**config.mk**
```make
export PLATFORM = sky130hd
export DESIGN_NAME = alu_seq_16bit_flat
export DESIGN_NICKNAME = d
export VERILOG_FILES = /design/src/rtl/alu_seq_16bit_if.sv /design/src/rtl/alu_seq_16bit.sv /design/src/flat_wrapper.sv
export SDC_FILE = /design/constraint.sdc
export NUM_CORES = 1
export LEC_CHECK = 0
export CORE_ASPECT_RATIO = 2
export CORE_MARGIN = 3
export CORE_UTILIZATION = 50
export CTS_BUF_LIST = sky130_fd_sc_hd__clkbuf_16
export DETAILED_ROUTE_END_ITERATION = 8
export PLACE_DENSITY_LB_ADDON = 0.05
export SYNTH_ARGS = -nofsm -noshare
export SYNTH_HDL_FRONTEND = slang
export SYNTH_SLANG_ARGS = --single-unit
export TNS_END_PERCENT = 100
```
**constraint.sdc**
```tcl
create_clock -name clk -period 3.1 [get_ports clk]
set_input_delay 0.465 -clock clk [delete_from_list [all_inputs] [get_ports clk]]
set_output_delay 0.465 -clock clk [all_outputs]
set_load 0.05 [all_outputs]
```
**src/rtl/alu_seq_16bit_if.sv**
```systemverilog
// ---------------------------------------------------------------------------
// alu_seq_16bit_if
// Bundles the operation request and result signals of alu_seq_16bit.
//   start            : request an operation (sampled only while idle)
//   a, b             : operands, W = 4*NIBBLES bits
//   s, m, cin        : function select, mode (0 arith / 1 logic), carry in
//   busy, done       : busy during RUN/DONE, one-cycle done pulse
//   result, cout     : registered result and carry out of the top nibble
//   zero             : result == 0 flag, present only with ALU_SEQ_ZERO_EN
// Modports: master drives the request, slave is the sequential ALU.
// Optional feature macro: ALU_SEQ_ZERO_EN
// ---------------------------------------------------------------------------
interface alu_seq_16bit_if #(
    parameter int NIBBLES = 4
);
    localparam int W = 4 * NIBBLES;

    logic         start;
    logic [W-1:0] a;
    logic [W-1:0] b;
    logic [3:0]   s;
    logic         m;
    logic         cin;
    logic         busy;
    logic         done;
    logic [W-1:0] result;
    logic         cout;
`ifdef ALU_SEQ_ZERO_EN
    logic         zero;

    modport master (output start, a, b, s, m, cin,
                    input  busy, done, result, cout, zero);
    modport slave  (input  start, a, b, s, m, cin,
                    output busy, done, result, cout, zero);
`else
    modport master (output start, a, b, s, m, cin,
                    input  busy, done, result, cout);
    modport slave  (input  start, a, b, s, m, cin,
                    output busy, done, result, cout);
`endif
endinterface

```
**src/rtl/alu_seq_16bit.sv**
```systemverilog
// ---------------------------------------------------------------------------
// alu_seq_16bit
// Nibble-serial ALU: one 4-bit 74181-style ALU slice is time-shared over
// NIBBLES nibbles, least significant first, with the carry kept in a register
// between slices. Latency from accepted start to done is NIBBLES+1 cycles.
// Ports:
//   clk    : clock, rising edge
//   rst_n  : asynchronous active-low reset
//   bus    : alu_seq_16bit_if.slave (start, a, b, s, m, cin in;
//            busy, done, result, cout [, zero] out)
// Optional feature macro: ALU_SEQ_ZERO_EN adds the registered zero flag.
// ---------------------------------------------------------------------------

// 4-bit ALU slice with 74181 function table, active-high data and carry.
// Arithmetic: F = X + Y + cin where X/Y are the select-gated terms of the
// 74181 carry-lookahead cell; logic: F = ~(X ^ Y), carry out forced to 0.
module alu_4bit (
    input  logic [3:0] a,
    input  logic [3:0] b,
    input  logic [3:0] s,
    input  logic       m,
    input  logic       cin,
    output logic [3:0] f,
    output logic       cout
);
    logic [3:0] x_s;
    logic [3:0] y_s;
    logic [4:0] sum_s;

    // Slice function: gated terms, 5-bit sum, then mode selection
    always_comb begin
        x_s   = a | (b & {4{s[0]}}) | (~b & {4{s[1]}});
        y_s   = (a & ~b & {4{s[2]}}) | (a & b & {4{s[3]}});
        sum_s = {1'b0, x_s} + {1'b0, y_s} + {4'b0000, cin};
        if (m) begin
            f    = ~(x_s ^ y_s);
            cout = 1'b0;
        end else begin
            f    = sum_s[3:0];
            cout = sum_s[4];
        end
    end
endmodule

module alu_seq_16bit #(
    parameter int NIBBLES = 4
) (
    input  logic          clk,
    input  logic          rst_n,
    alu_seq_16bit_if.slave bus
);
    localparam int W    = 4 * NIBBLES;
    localparam int IDXW = (NIBBLES > 1) ? $clog2(NIBBLES) : 1;
    localparam logic [IDXW-1:0] LAST_IDX = IDXW'(NIBBLES - 1);

    localparam logic [1:0] ST_IDLE = 2'd0;
    localparam logic [1:0] ST_RUN  = 2'd1;
    localparam logic [1:0] ST_DONE = 2'd2;

    logic [1:0]      state_r;
    logic [IDXW-1:0] idx_r;
    logic            carry_r;
    logic [W-1:0]    a_r;
    logic [W-1:0]    b_r;
    logic [3:0]      s_r;
    logic            m_r;
    logic [W-1:0]    result_r;
    logic            cout_r;
    logic            done_r;
    logic            busy_r;
`ifdef ALU_SEQ_ZERO_EN
    logic            zero_r;
`endif

    logic [3:0]      a_nib_s;
    logic [3:0]      b_nib_s;
    logic [3:0]      alu_f_s;
    logic            alu_cout_s;
    logic [W-1:0]    result_nxt_s;
    logic            last_s;

    // Select the current nibble of the latched operands and merge the slice
    // output into the result; the merged word also feeds the zero flag so it
    // is valid in the same cycle as done.
    always_comb begin
        a_nib_s      = a_r[{idx_r, 2'b00} +: 4];
        b_nib_s      = b_r[{idx_r, 2'b00} +: 4];
        result_nxt_s = result_r;
        result_nxt_s[{idx_r, 2'b00} +: 4] = alu_f_s;
        last_s       = (idx_r == LAST_IDX);
    end

    alu_4bit u_alu (
        .a    (a_nib_s),
        .b    (b_nib_s),
        .s    (s_r),
        .m    (m_r),
        .cin  (carry_r),
        .f    (alu_f_s),
        .cout (alu_cout_s)
    );

    // Control FSM, operand latches, nibble sequencing and output registers
    always_ff @(posedge clk or negedge rst_n) begin
        if (!rst_n) begin
            state_r  <= ST_IDLE;
            idx_r    <= '0;
            carry_r  <= 1'b0;
            a_r      <= '0;
            b_r      <= '0;
            s_r      <= 4'b0000;
            m_r      <= 1'b0;
            result_r <= '0;
            cout_r   <= 1'b0;
            done_r   <= 1'b0;
            busy_r   <= 1'b0;
`ifdef ALU_SEQ_ZERO_EN
            zero_r   <= 1'b0;
`endif
        end else begin
            case (state_r)
                ST_IDLE: begin
                    done_r <= 1'b0;
                    if (bus.start) begin
                        a_r     <= bus.a;
                        b_r     <= bus.b;
                        s_r     <= bus.s;
                        m_r     <= bus.m;
                        carry_r <= bus.cin;
                        idx_r   <= '0;
                        busy_r  <= 1'b1;
                        state_r <= ST_RUN;
                    end
                end
                ST_RUN: begin
                    result_r <= result_nxt_s;
                    carry_r  <= alu_cout_s;
                    if (last_s) begin
                        // Index parks at 0 so it never runs past the top nibble
                        cout_r  <= alu_cout_s;
                        idx_r   <= '0;
                        done_r  <= 1'b1;
                        state_r <= ST_DONE;
`ifdef ALU_SEQ_ZERO_EN
                        zero_r  <= (result_nxt_s == '0);
`endif
                    end else begin
                        idx_r <= idx_r + IDXW'(1);
                    end
                end
                ST_DONE: begin
                    done_r  <= 1'b0;
                    busy_r  <= 1'b0;
                    state_r <= ST_IDLE;
                end
                default: begin
                    idx_r   <= '0;
                    done_r  <= 1'b0;
                    busy_r  <= 1'b0;
                    state_r <= ST_IDLE;
                end
            endcase
        end
    end

    assign bus.busy   = busy_r;
    assign bus.done   = done_r;
    assign bus.result = result_r;
    assign bus.cout   = cout_r;
`ifdef ALU_SEQ_ZERO_EN
    assign bus.zero   = zero_r;
`endif

endmodule

```
**src/flat_wrapper.sv**
```systemverilog
// flat-port wrapper written by rule: the top's interface ports become plain ports
module alu_seq_16bit_flat 
#(
    parameter int NIBBLES = 4
)
  (clk, rst_n, bus_start, bus_a, bus_b, bus_s, bus_m, bus_cin, bus_busy, bus_done, bus_result, bus_cout);
  alu_seq_16bit_if #(.NIBBLES(NIBBLES)) bus_i ();
  input  logic clk;
  input  logic rst_n;
  input wire logic [$bits(bus_i.start)-1:0] bus_start;
  input wire logic [$bits(bus_i.a)-1:0] bus_a;
  input wire logic [$bits(bus_i.b)-1:0] bus_b;
  input wire logic [$bits(bus_i.s)-1:0] bus_s;
  input wire logic [$bits(bus_i.m)-1:0] bus_m;
  input wire logic [$bits(bus_i.cin)-1:0] bus_cin;
  output wire logic [$bits(bus_i.busy)-1:0] bus_busy;
  output wire logic [$bits(bus_i.done)-1:0] bus_done;
  output wire logic [$bits(bus_i.result)-1:0] bus_result;
  output wire logic [$bits(bus_i.cout)-1:0] bus_cout;
  assign bus_i.start = bus_start;
  assign bus_i.a = bus_a;
  assign bus_i.b = bus_b;
  assign bus_i.s = bus_s;
  assign bus_i.m = bus_m;
  assign bus_i.cin = bus_cin;
  assign bus_busy = bus_i.busy;
  assign bus_done = bus_i.done;
  assign bus_result = bus_i.result;
  assign bus_cout = bus_i.cout;
  alu_seq_16bit #(.NIBBLES(NIBBLES)) u_core (.clk(clk), .rst_n(rst_n), .bus(bus_i));
endmodule
```
==> results of run 1 <==
-- power by group through the flow --
| stage | Combinational [W] | Clock [W] | Sequential (W) |
|---|---|---|---|
| final | 0.00261 | 0.000864 | 0.00143 |
| after global routing | 0.00285 | 0.000933 | 0.00148 |
| after CTS | 0.00264 | 0.000878 | 0.00144 |
| after detailed placement | 0.00263 | 0 | 0.00145 |
| after global placement | 0.00258 | 0 | 0.00144 |
| after floorplan | 0.00162 | 0 | 0.00164 |
-- cell families (layout without fill, tap and decap cells) --
logic type / after synthesis / count (layout) / share of synthesized area, %
xor+xnor: 1 / 1 / 0.291
flops: 61 / 61 / 50.6
mux: 52 / 52 / 22.8
simple gates: 42 / 42 / 9.75
fa+ha+maj: 12 / 12 / 5.48
buf+inv: 17 / 92 / 3.07
compound gates: 32 / 32 / 8.01
-- per-stage QoR --
step / utilization, % / power (W) / std cells / hold slack (ns) / instance area [sq um]
2_1_floorplan: - / 0.00327 / 217 / 0.169 / 3020
3_3_place_gp: 63.9 / 0.00402 / 337 / 0.463 / 3680
3_5_place_dp: 63.9 / 0.00408 / 337 / 0.467 / 3680
4_1_cts: 68.4 / 0.00496 / 353 / 0.266 / 3940
5_1_grt: 68.4 / 0.00526 / 353 / 0.307 / 3940
6_report: 68.4 / 0.00490 / 353 / 0.238 / 3940
-- layout make-up --
type,count,area (sq um)
fill,452,1820
clock inverter,7,33.8
tap,61,76.3
multi-input combinational,139,1400
clock buffer,9,225
sequential,61,1530
inverter,9,33.8
timing repair buffer,67,646
-- path summary, 6_finish.rpt --
check                      cells past startpoint  slack [ns]                                to
max                                            8        0.17  u_core.bus.result[5]$_DFFE_PN0P_
min in group clk                               2        0.47  u_core.bus.result[7]$_DFFE_PN0P_
max reg2reg                                    8        0.17  u_core.bus.result[5]$_DFFE_PN0P_
min                                            1        0.24  u_core.bus.result[7]$_DFFE_PN0P_
min reg2reg                                    2        0.47  u_core.bus.result[7]$_DFFE_PN0P_
max in group asynchronous                      2        2.16         u_core.a_r[7]$_DFFE_PN0P_
-- registers in the layout, indices dropped and copies added (netlist names) --
name / flops
u_core.a_r: 16
u_core.b_r: 16
u_core.bus.result: 16
u_core.s_r: 4
u_core.idx_r: 2
u_core.state_r: 2
u_core.bus.busy: 1
u_core.bus.cout: 1
u_core.bus.done: 1
u_core.carry_r: 1
u_core.m_r: 1
-- worst max-delay path: stages, from the launching register on --
cell,delay (ns)
sky130_fd_sc_hd__dfrtp_1,0.51
sky130_fd_sc_hd__mux4_2,0.58
sky130_fd_sc_hd__mux2i_1,0.16
sky130_fd_sc_hd__nor2b_1,0.16
sky130_fd_sc_hd__fa_1,0.40
sky130_fd_sc_hd__inv_1,0.08
sky130_fd_sc_hd__fa_1,0.40
sky130_fd_sc_hd__o21ai_0,0.34
sky130_fd_sc_hd__o21ai_0,0.16
-- cell usage in the layout (no fill, tap or decap), types with 2 or more instances in the layout --
master / n
sky130_fd_sc_hd__buf_4: 8
sky130_fd_sc_hd__nand3b_1: 4
sky130_fd_sc_hd__and3b_1: 2
sky130_fd_sc_hd__a22o_1: 9
sky130_fd_sc_hd__inv_1: 10
sky130_fd_sc_hd__dfrtp_1: 61
sky130_fd_sc_hd__nand2_1: 11
sky130_fd_sc_hd__nand2b_1: 3
sky130_fd_sc_hd__clkinv_1: 2
sky130_fd_sc_hd__nor4b_1: 2
sky130_fd_sc_hd__a21o_1: 2
sky130_fd_sc_hd__nor2_1: 5
sky130_fd_sc_hd__mux4_2: 2
sky130_fd_sc_hd__clkbuf_16: 9
sky130_fd_sc_hd__a21oi_1: 2
sky130_fd_sc_hd__mux4_1: 6
sky130_fd_sc_hd__nor2b_1: 6
sky130_fd_sc_hd__o21ai_0: 7
sky130_fd_sc_hd__mux2_2: 35
sky130_fd_sc_hd__fa_1: 2
sky130_fd_sc_hd__a211o_1: 3
sky130_fd_sc_hd__nand3b_4: 2
sky130_fd_sc_hd__mux2i_1: 9
sky130_fd_sc_hd__clkdlybuf4s50_1: 58
sky130_fd_sc_hd__ha_1: 10
sky130_fd_sc_hd__o31ai_1: 3
sky130_fd_sc_hd__clkinv_2: 3
-- layer usage --
metal  vias to the layer above  part of all wire, %
met1                      1001                   34
met3                        18                  3.4
met4                         0                  3.7
li1                        939                    -
met5                         -                    0
met2                        56                   59
==> run_summary.xml, run 1 <==
<?xml version="1.0" encoding="UTF-8"?>
<metrics>
  <group name="drt">
    <metric name="initialDrtViolationCount" unit="">51</metric>
    <metric name="route.antenna.remaining_nets" unit="">0</metric>
    <metric name="totalWireLength" unit="um">6400</metric>
    <metric name="post-route-drc-count" unit="">0</metric>
    <metric name="routed-via-count" unit="">2014</metric>
    <metric name="drt_pre_antenna_iters" unit="">4</metric>
    <metric name="detail_route.wl_per_cell" unit="um">18.1</metric>
    <metric name="route.detailed.vias_per_inst" unit="">5.71</metric>
  </group>
  <group name="layout">
    <metric name="num_antenna_cells" unit="">0</metric>
    <metric name="design.final.nets" unit="">340</metric>
    <metric name="area_growth_syn_to_layout" unit="%">30.6</metric>
    <metric name="final_layout_size_suffix_gt1_share" unit="%">22.6</metric>
  </group>
  <group name="clock_tree">
    <metric name="htree_num_levels" unit="">3</metric>
    <metric name="clk_pin_slew_worst_paths" unit="ns">0.05</metric>
    <metric name="clk-insertion-delay-late" unit="ns">0.33</metric>
    <metric name="clock_tree.root_cell" unit="">sky130_fd_sc_hd__clkbuf_16</metric>
    <metric name="cts.sink_count" unit="">61</metric>
    <metric name="clock_tree_from_tritoncts" unit="">done</metric>
    <metric name="cts-root-to-sink-buffers" unit="">2</metric>
    <metric name="cts_buffers" unit="">9</metric>
    <metric name="postCtsSetupBuffers" unit="">0</metric>
    <metric name="post_cts.resized_instances" unit="">0</metric>
    <metric name="post_cts_hold_buffer_count" unit="">0</metric>
  </group>
  <group name="power_and_ir_drop">
    <metric name="combinational_share_of_power" unit="%">53.3</metric>
    <metric name="power_switching_share" unit="%">40.7</metric>
    <metric name="power.share.sequential" unit="%">29.1</metric>
    <metric name="p_clk_share" unit="%">17.6</metric>
    <metric name="leakage_component_of_the_power" unit="nW">1.73</metric>
    <metric name="worst_case_vdd_ir_drop" unit="uV">631</metric>
    <metric name="total_switching_power" unit="W">0.00200</metric>
    <metric name="power.internal" unit="W">0.00291</metric>
    <metric name="power-per-cell-area" unit="nW/um^2">1250</metric>
  </group>
  <group name="synthesis">
    <metric name="synth_seq_cells" unit="">61</metric>
    <metric name="syn_avg_cell_area" unit="sq um">13.9</metric>
    <metric name="synth-main-ff-cell" unit="">sky130_fd_sc_hd__dfrtp_1</metric>
    <metric name="synth_area_leaders" unit="">sky130_fd_sc_hd__dfrtp_1, sky130_fd_sc_hd__mux2_2, sky130_fd_sc_hd__mux4_1</metric>
    <metric name="share_of_synthesized_area_occupied_by_flip_flops_and_latches" unit="%">50.6</metric>
    <metric name="mappedNetlistNets" unit="">270</metric>
    <metric name="yosysWarnings" unit="">0</metric>
    <metric name="yosysMostFrequentCell" unit="">sky130_fd_sc_hd__dfrtp_1</metric>
    <metric name="yosysUniqueCellTypes" unit="">40</metric>
    <metric name="netlist.area_leader.share" unit="%">50.6</metric>
    <metric name="synth_top_cells_by_count" unit="">sky130_fd_sc_hd__dfrtp_1, sky130_fd_sc_hd__mux2_2, sky130_fd_sc_hd__nand2_1, sky130_fd_sc_hd__ha_1</metric>
    <metric name="async_reset_ff_share" unit="%">100</metric>
    <metric name="syn_inst" unit="">217</metric>
    <metric name="synth_enable_flop_cells" unit="">0</metric>
    <metric name="synth.cell_area" unit="sq um">3020</metric>
    <metric name="netlist.top_cell.by_area" unit="">sky130_fd_sc_hd__dfrtp_1</metric>
  </group>
  <group name="critical_path">
    <metric name="cp-end-kind" unit="">flip-flop</metric>
    <metric name="crit-reg2reg-launch" unit="">u_core.idx_r[0]$_DFFE_PN0P_</metric>
    <metric name="critical_path_class" unit="">reg -&gt; reg</metric>
    <metric name="critical_path.startpoint_type" unit="">flip-flop</metric>
    <metric name="crit_path_start" unit="">u_core.idx_r[0]$_DFFE_PN0P_</metric>
    <metric name="required" unit="ns">3.29</metric>
    <metric name="arrival" unit="ns">3.12</metric>
    <metric name="timing.critical_path.fanout_max" unit="">6</metric>
  </group>
  <group name="floorplan">
    <metric name="fp.dieH" unit="um">116</metric>
    <metric name="initial_core_util" unit="%">52.4</metric>
    <metric name="io_pins" unit="">60</metric>
    <metric name="die-area" unit="sq um">7050</metric>
    <metric name="fp.coreArea" unit="sq um">5760</metric>
    <metric name="core.rowCount" unit="">39</metric>
    <metric name="die_x" unit="um">60.9</metric>
  </group>
  <group name="sta">
    <metric name="clock_tree_skew_after_final_layout" unit="ns">0.00539</metric>
    <metric name="totalNegativeSetupSlack" unit="ns">0</metric>
    <metric name="setup_repair_after_global_routing_missed_its_margin" unit="">false</metric>
    <metric name="timing.final.ws_setup" unit="ns">0.168</metric>
    <metric name="timing_worst_slew_pin_value" unit="ns">0.831</metric>
    <metric name="setup_viol" unit="">0</metric>
    <metric name="timing.final.crit_period" unit="ns">2.93</metric>
    <metric name="final_min_period_over_clock_period" unit="%">94.6</metric>
    <metric name="slew_headroom" unit="%">44.6</metric>
    <metric name="max_freq" unit="MHz">341</metric>
    <metric name="drv_slew" unit="">0</metric>
    <metric name="final_hold_viol_count" unit="">0</metric>
  </group>
  <group name="global_routing">
    <metric name="grt_start_max_net_pins" unit="">43</metric>
    <metric name="busiest_layer" unit="">met2</metric>
    <metric name="grt_use_total" unit="%">20.9</metric>
    <metric name="gr-usage-met2" unit="%">38.8</metric>
    <metric name="use_met3" unit="%">6.13</metric>
    <metric name="grt_antenna_before_repair" unit="">0</metric>
    <metric name="groute.layer.met1.usage" unit="%">19.1</metric>
    <metric name="gr-total-overflow" unit="">0</metric>
    <metric name="grt_pass1_wl" unit="um">10300</metric>
    <metric name="first_global_vias" unit="">2175</metric>
  </group>
  <group name="hold_path">
    <metric name="hp-class" unit="">in -&gt; async</metric>
  </group>
  <group name="status">
    <metric name="run_status" unit="">finished clean</metric>
  </group>
  <group name="placed_design">
    <metric name="port_buffers" unit="">59</metric>
    <metric name="post-dp-hpwl" unit="um">4970</metric>
    <metric name="place_congestion" unit="">0.895</metric>
    <metric name="placement.setup.worst_slack" unit="ns">0.175</metric>
  </group>
  <group name="flow_run">
    <metric name="drv.max_cap_violation_count" unit="">0</metric>
  </group>
</metrics>
Power figures use the tool's default switching activity.
==> run 2: changes to the inputs <==
--- a/config.mk
+++ b/config.mk
@@ -6,7 +6,7 @@
 export NUM_CORES = 1
 export LEC_CHECK = 0
 export CORE_ASPECT_RATIO = 2
-export CORE_MARGIN = 3
+export CORE_MARGIN = 8
 export CORE_UTILIZATION = 50
 export CTS_BUF_LIST = sky130_fd_sc_hd__clkbuf_16
 export DETAILED_ROUTE_END_ITERATION = 8
==> run_summary.xml, run 2 (synthesis gave the netlist of run 1 again) <==
<?xml version="1.0" encoding="UTF-8"?>
<metrics>
  <group name="global_routing">
    <metric name="grt_pass1_wl" unit="um">10600</metric>
    <metric name="grt_start_max_net_pins" unit="">62</metric>
    <metric name="first_global_vias" unit="">2174</metric>
    <metric name="gr-total-overflow" unit="">0</metric>
    <metric name="grt_use_total" unit="%">15.2</metric>
    <metric name="grt_antenna_before_repair" unit="">0</metric>
  </group>
  <group name="clock_tree">
    <metric name="clock_tree.root_cell" unit="">sky130_fd_sc_hd__clkbuf_16</metric>
    <metric name="clk_pin_slew_worst_paths" unit="ns">0.05</metric>
    <metric name="cts.sink_count" unit="">61</metric>
    <metric name="clock_tree_from_tritoncts" unit="">done</metric>
    <metric name="cts_buffers" unit="">9</metric>
    <metric name="clk-insertion-delay-late" unit="ns">0.32</metric>
    <metric name="htree_num_levels" unit="">3</metric>
    <metric name="cts-root-to-sink-buffers" unit="">2</metric>
    <metric name="post_cts_hold_buffer_count" unit="">0</metric>
    <metric name="postCtsSetupBuffers" unit="">0</metric>
    <metric name="post_cts.resized_instances" unit="">0</metric>
  </group>
  <group name="layout">
    <metric name="final_layout_size_suffix_gt1_share" unit="%">20.4</metric>
    <metric name="design.final.nets" unit="">337</metric>
    <metric name="layout.cells.most_common" unit="">sky130_fd_sc_hd__dfrtp_1</metric>
    <metric name="layout.cells.most_common_list" unit="">sky130_fd_sc_hd__dfrtp_1, sky130_fd_sc_hd__clkdlybuf4s50_1, sky130_fd_sc_hd__mux2_2</metric>
    <metric name="final_area" unit="sq um">3910</metric>
    <metric name="postLayoutCoreUtil" unit="%">66.2</metric>
    <metric name="num_antenna_cells" unit="">0</metric>
    <metric name="area_growth_syn_to_layout" unit="%">29.7</metric>
  </group>
  <group name="placed_design">
    <metric name="place_congestion" unit="">0.824</metric>
    <metric name="placement.setup.worst_slack" unit="ns">0.305</metric>
    <metric name="placedInstanceArea" unit="sq um">3660</metric>
    <metric name="post-dp-hpwl" unit="um">4670</metric>
    <metric name="port_buffers" unit="">59</metric>
  </group>
  <group name="power_and_ir_drop">
    <metric name="worst_case_vdd_ir_drop" unit="uV">847</metric>
    <metric name="power-per-cell-area" unit="nW/um^2">1220</metric>
    <metric name="leakage_component_of_the_power" unit="nW">1.72</metric>
    <metric name="design_power_total" unit="W">0.00476</metric>
  </group>
  <group name="sta">
    <metric name="final_hold_viol_count" unit="">0</metric>
    <metric name="final_min_period_over_clock_period" unit="%">90.8</metric>
    <metric name="setup_viol" unit="">0</metric>
    <metric name="max_freq" unit="MHz">355</metric>
    <metric name="timing_worst_slew_pin_value" unit="ns">0.753</metric>
    <metric name="timing.final.crit_period" unit="ns">2.82</metric>
    <metric name="clock_tree_skew_after_final_layout" unit="ns">0.00724</metric>
    <metric name="drv_slew" unit="">0</metric>
    <metric name="timing.final.ws_setup" unit="ns">0.284</metric>
    <metric name="slew_headroom" unit="%">49.8</metric>
    <metric name="totalNegativeSetupSlack" unit="ns">0</metric>
    <metric name="setup_repair_after_global_routing_missed_its_margin" unit="">false</metric>
  </group>
  <group name="critical_path">
    <metric name="crit_path_top_delay_cell" unit="">sky130_fd_sc_hd__mux4_2</metric>
    <metric name="required" unit="ns">3.28</metric>
    <metric name="cell_breakdown_of_the_critical_path" unit="">buf_4, mux4_2, a211o_1, ha_1, nand3b_1, a21boi_0, o31ai_1</metric>
    <metric name="cp-end-kind" unit="">flip-flop</metric>
    <metric name="critical_path_class" unit="">reg -&gt; reg</metric>
    <metric name="timing.critical_path.fanout_max" unit="">14</metric>
    <metric name="critical_path.max_stage_delay" unit="ns">0.58</metric>
    <metric name="crit_buf_inv" unit="">1</metric>
    <metric name="cpLargestDelayFamily" unit="">compound AO/OA/AOI/OAI gates</metric>
    <metric name="critical_path.startpoint_type" unit="">flip-flop</metric>
    <metric name="arrival" unit="ns">2.99</metric>
  </group>
  <group name="floorplan">
    <metric name="fp.coreArea" unit="sq um">5910</metric>
    <metric name="fp.dieH" unit="um">126</metric>
    <metric name="io_pins" unit="">60</metric>
    <metric name="die_x" unit="um">70.9</metric>
    <metric name="die-area" unit="sq um">8920</metric>
    <metric name="core.rowCount" unit="">40</metric>
    <metric name="initial_core_util" unit="%">51.1</metric>
  </group>
  <group name="drt">
    <metric name="totalWireLength" unit="um">6360</metric>
    <metric name="route.detailed.vias_per_inst" unit="">5.62</metric>
    <metric name="route.antenna.remaining_nets" unit="">0</metric>
    <metric name="detail_route.wl_per_cell" unit="um">18.1</metric>
    <metric name="initialDrtViolationCount" unit="">88</metric>
    <metric name="post-route-drc-count" unit="">0</metric>
    <metric name="drt_pre_antenna_iters" unit="">4</metric>
    <metric name="routed-via-count" unit="">1978</metric>
  </group>
  <group name="flow_run">
    <metric name="drv.max_cap_violation_count" unit="">0</metric>
  </group>
  <group name="status">
    <metric name="run_status" unit="">finished clean</metric>
  </group>
  <group name="hold_path">
    <metric name="hp-class" unit="">in -&gt; async</metric>
  </group>
</metrics>
[run 2: changes by cell type in the layout (fill, tap and decap cells not counted)]
cell	before	now
sky130_fd_sc_hd__buf_4	8	5
sky130_fd_sc_hd__clkinv_1	2	4
sky130_fd_sc_hd__clkinv_2	3	0
sky130_fd_sc_hd__clkinvlp_4	1	0
sky130_fd_sc_hd__inv_1	10	12
[run 2: path summary, 6_finish.rpt]
| check | slack, ns | startpoint | cells past startpoint | to |
|---|---|---|---|---|
| worst max register to register | 0.28 | u_core.idx_r[0]$_DFFE_PN0P_ | 7 | u_core.bus.result[11]$_DFFE_PN0P_ |
| min in group clk | 0.48 | u_core.bus.result[15]$_DFFE_PN0P_ | 2 | u_core.bus.result[15]$_DFFE_PN0P_ |
| worst max-delay path | 0.28 | u_core.idx_r[0]$_DFFE_PN0P_ | 7 | u_core.bus.result[11]$_DFFE_PN0P_ |
| worst min-delay path | 0.28 | rst_n | 2 | u_core.bus.result[15]$_DFFE_PN0P_ |
| max in group asynchronous | 2.30 | rst_n | 2 | u_core.a_r[1]$_DFFE_PN0P_ |
| worst min register to register | 0.48 | u_core.bus.result[15]$_DFFE_PN0P_ | 2 | u_core.bus.result[15]$_DFFE_PN0P_ |
[run 2: cell type report]
cell class	count	area [sq um]
Multi-Input combinational cell	139	1400
Tap cell	63	78.8
Inverter	9	33.8
Clock buffer	9	225
Timing Repair Buffer	64	623
Sequential cell	61	1530
Clock inverter	7	26.3
Fill cell	482	2000
[run 2: metrics by stage]
| step | hold WS [ns] | cells |
|---|---|---|
| after floorplan | 0.169 | 217 |
| after global placement | 0.463 | 336 |
| after detailed placement | 0.475 | 336 |
| after CTS | 0.317 | 352 |
| after global routing | 0.370 | 352 |
| final | 0.279 | 352 |
[run 2: power by group]
group	switching [W]	internal [W]
sequential	0.000245	0.00117
clock	0.000312	0.000518
combinational	0.00137	0.00115
total	0.00193	0.00284
[run 2: layer usage]
metal  routed length, um  global-route usage [%]  share of wire (%)
met3                 286                    4.93                4.5
met5                   0                       0                  0
met2                3230                    24.1                 51
met4                 140                    7.17                2.2
met1                2700                    17.9                 43
==> run 3: changes to the inputs <==
--- a/config.mk
+++ b/config.mk
@@ -10,6 +10,7 @@
 export CORE_UTILIZATION = 50
 export CTS_BUF_LIST = sky130_fd_sc_hd__clkbuf_16
 export DETAILED_ROUTE_END_ITERATION = 8
+export HOLD_SLACK_MARGIN = 0.12
 export PLACE_DENSITY_LB_ADDON = 0.05
 export SYNTH_ARGS = -nofsm -noshare
 export SYNTH_HDL_FRONTEND = slang
==> results of run 3 <==
The final DEF is identical to that of run 2; final timing and power are the same.
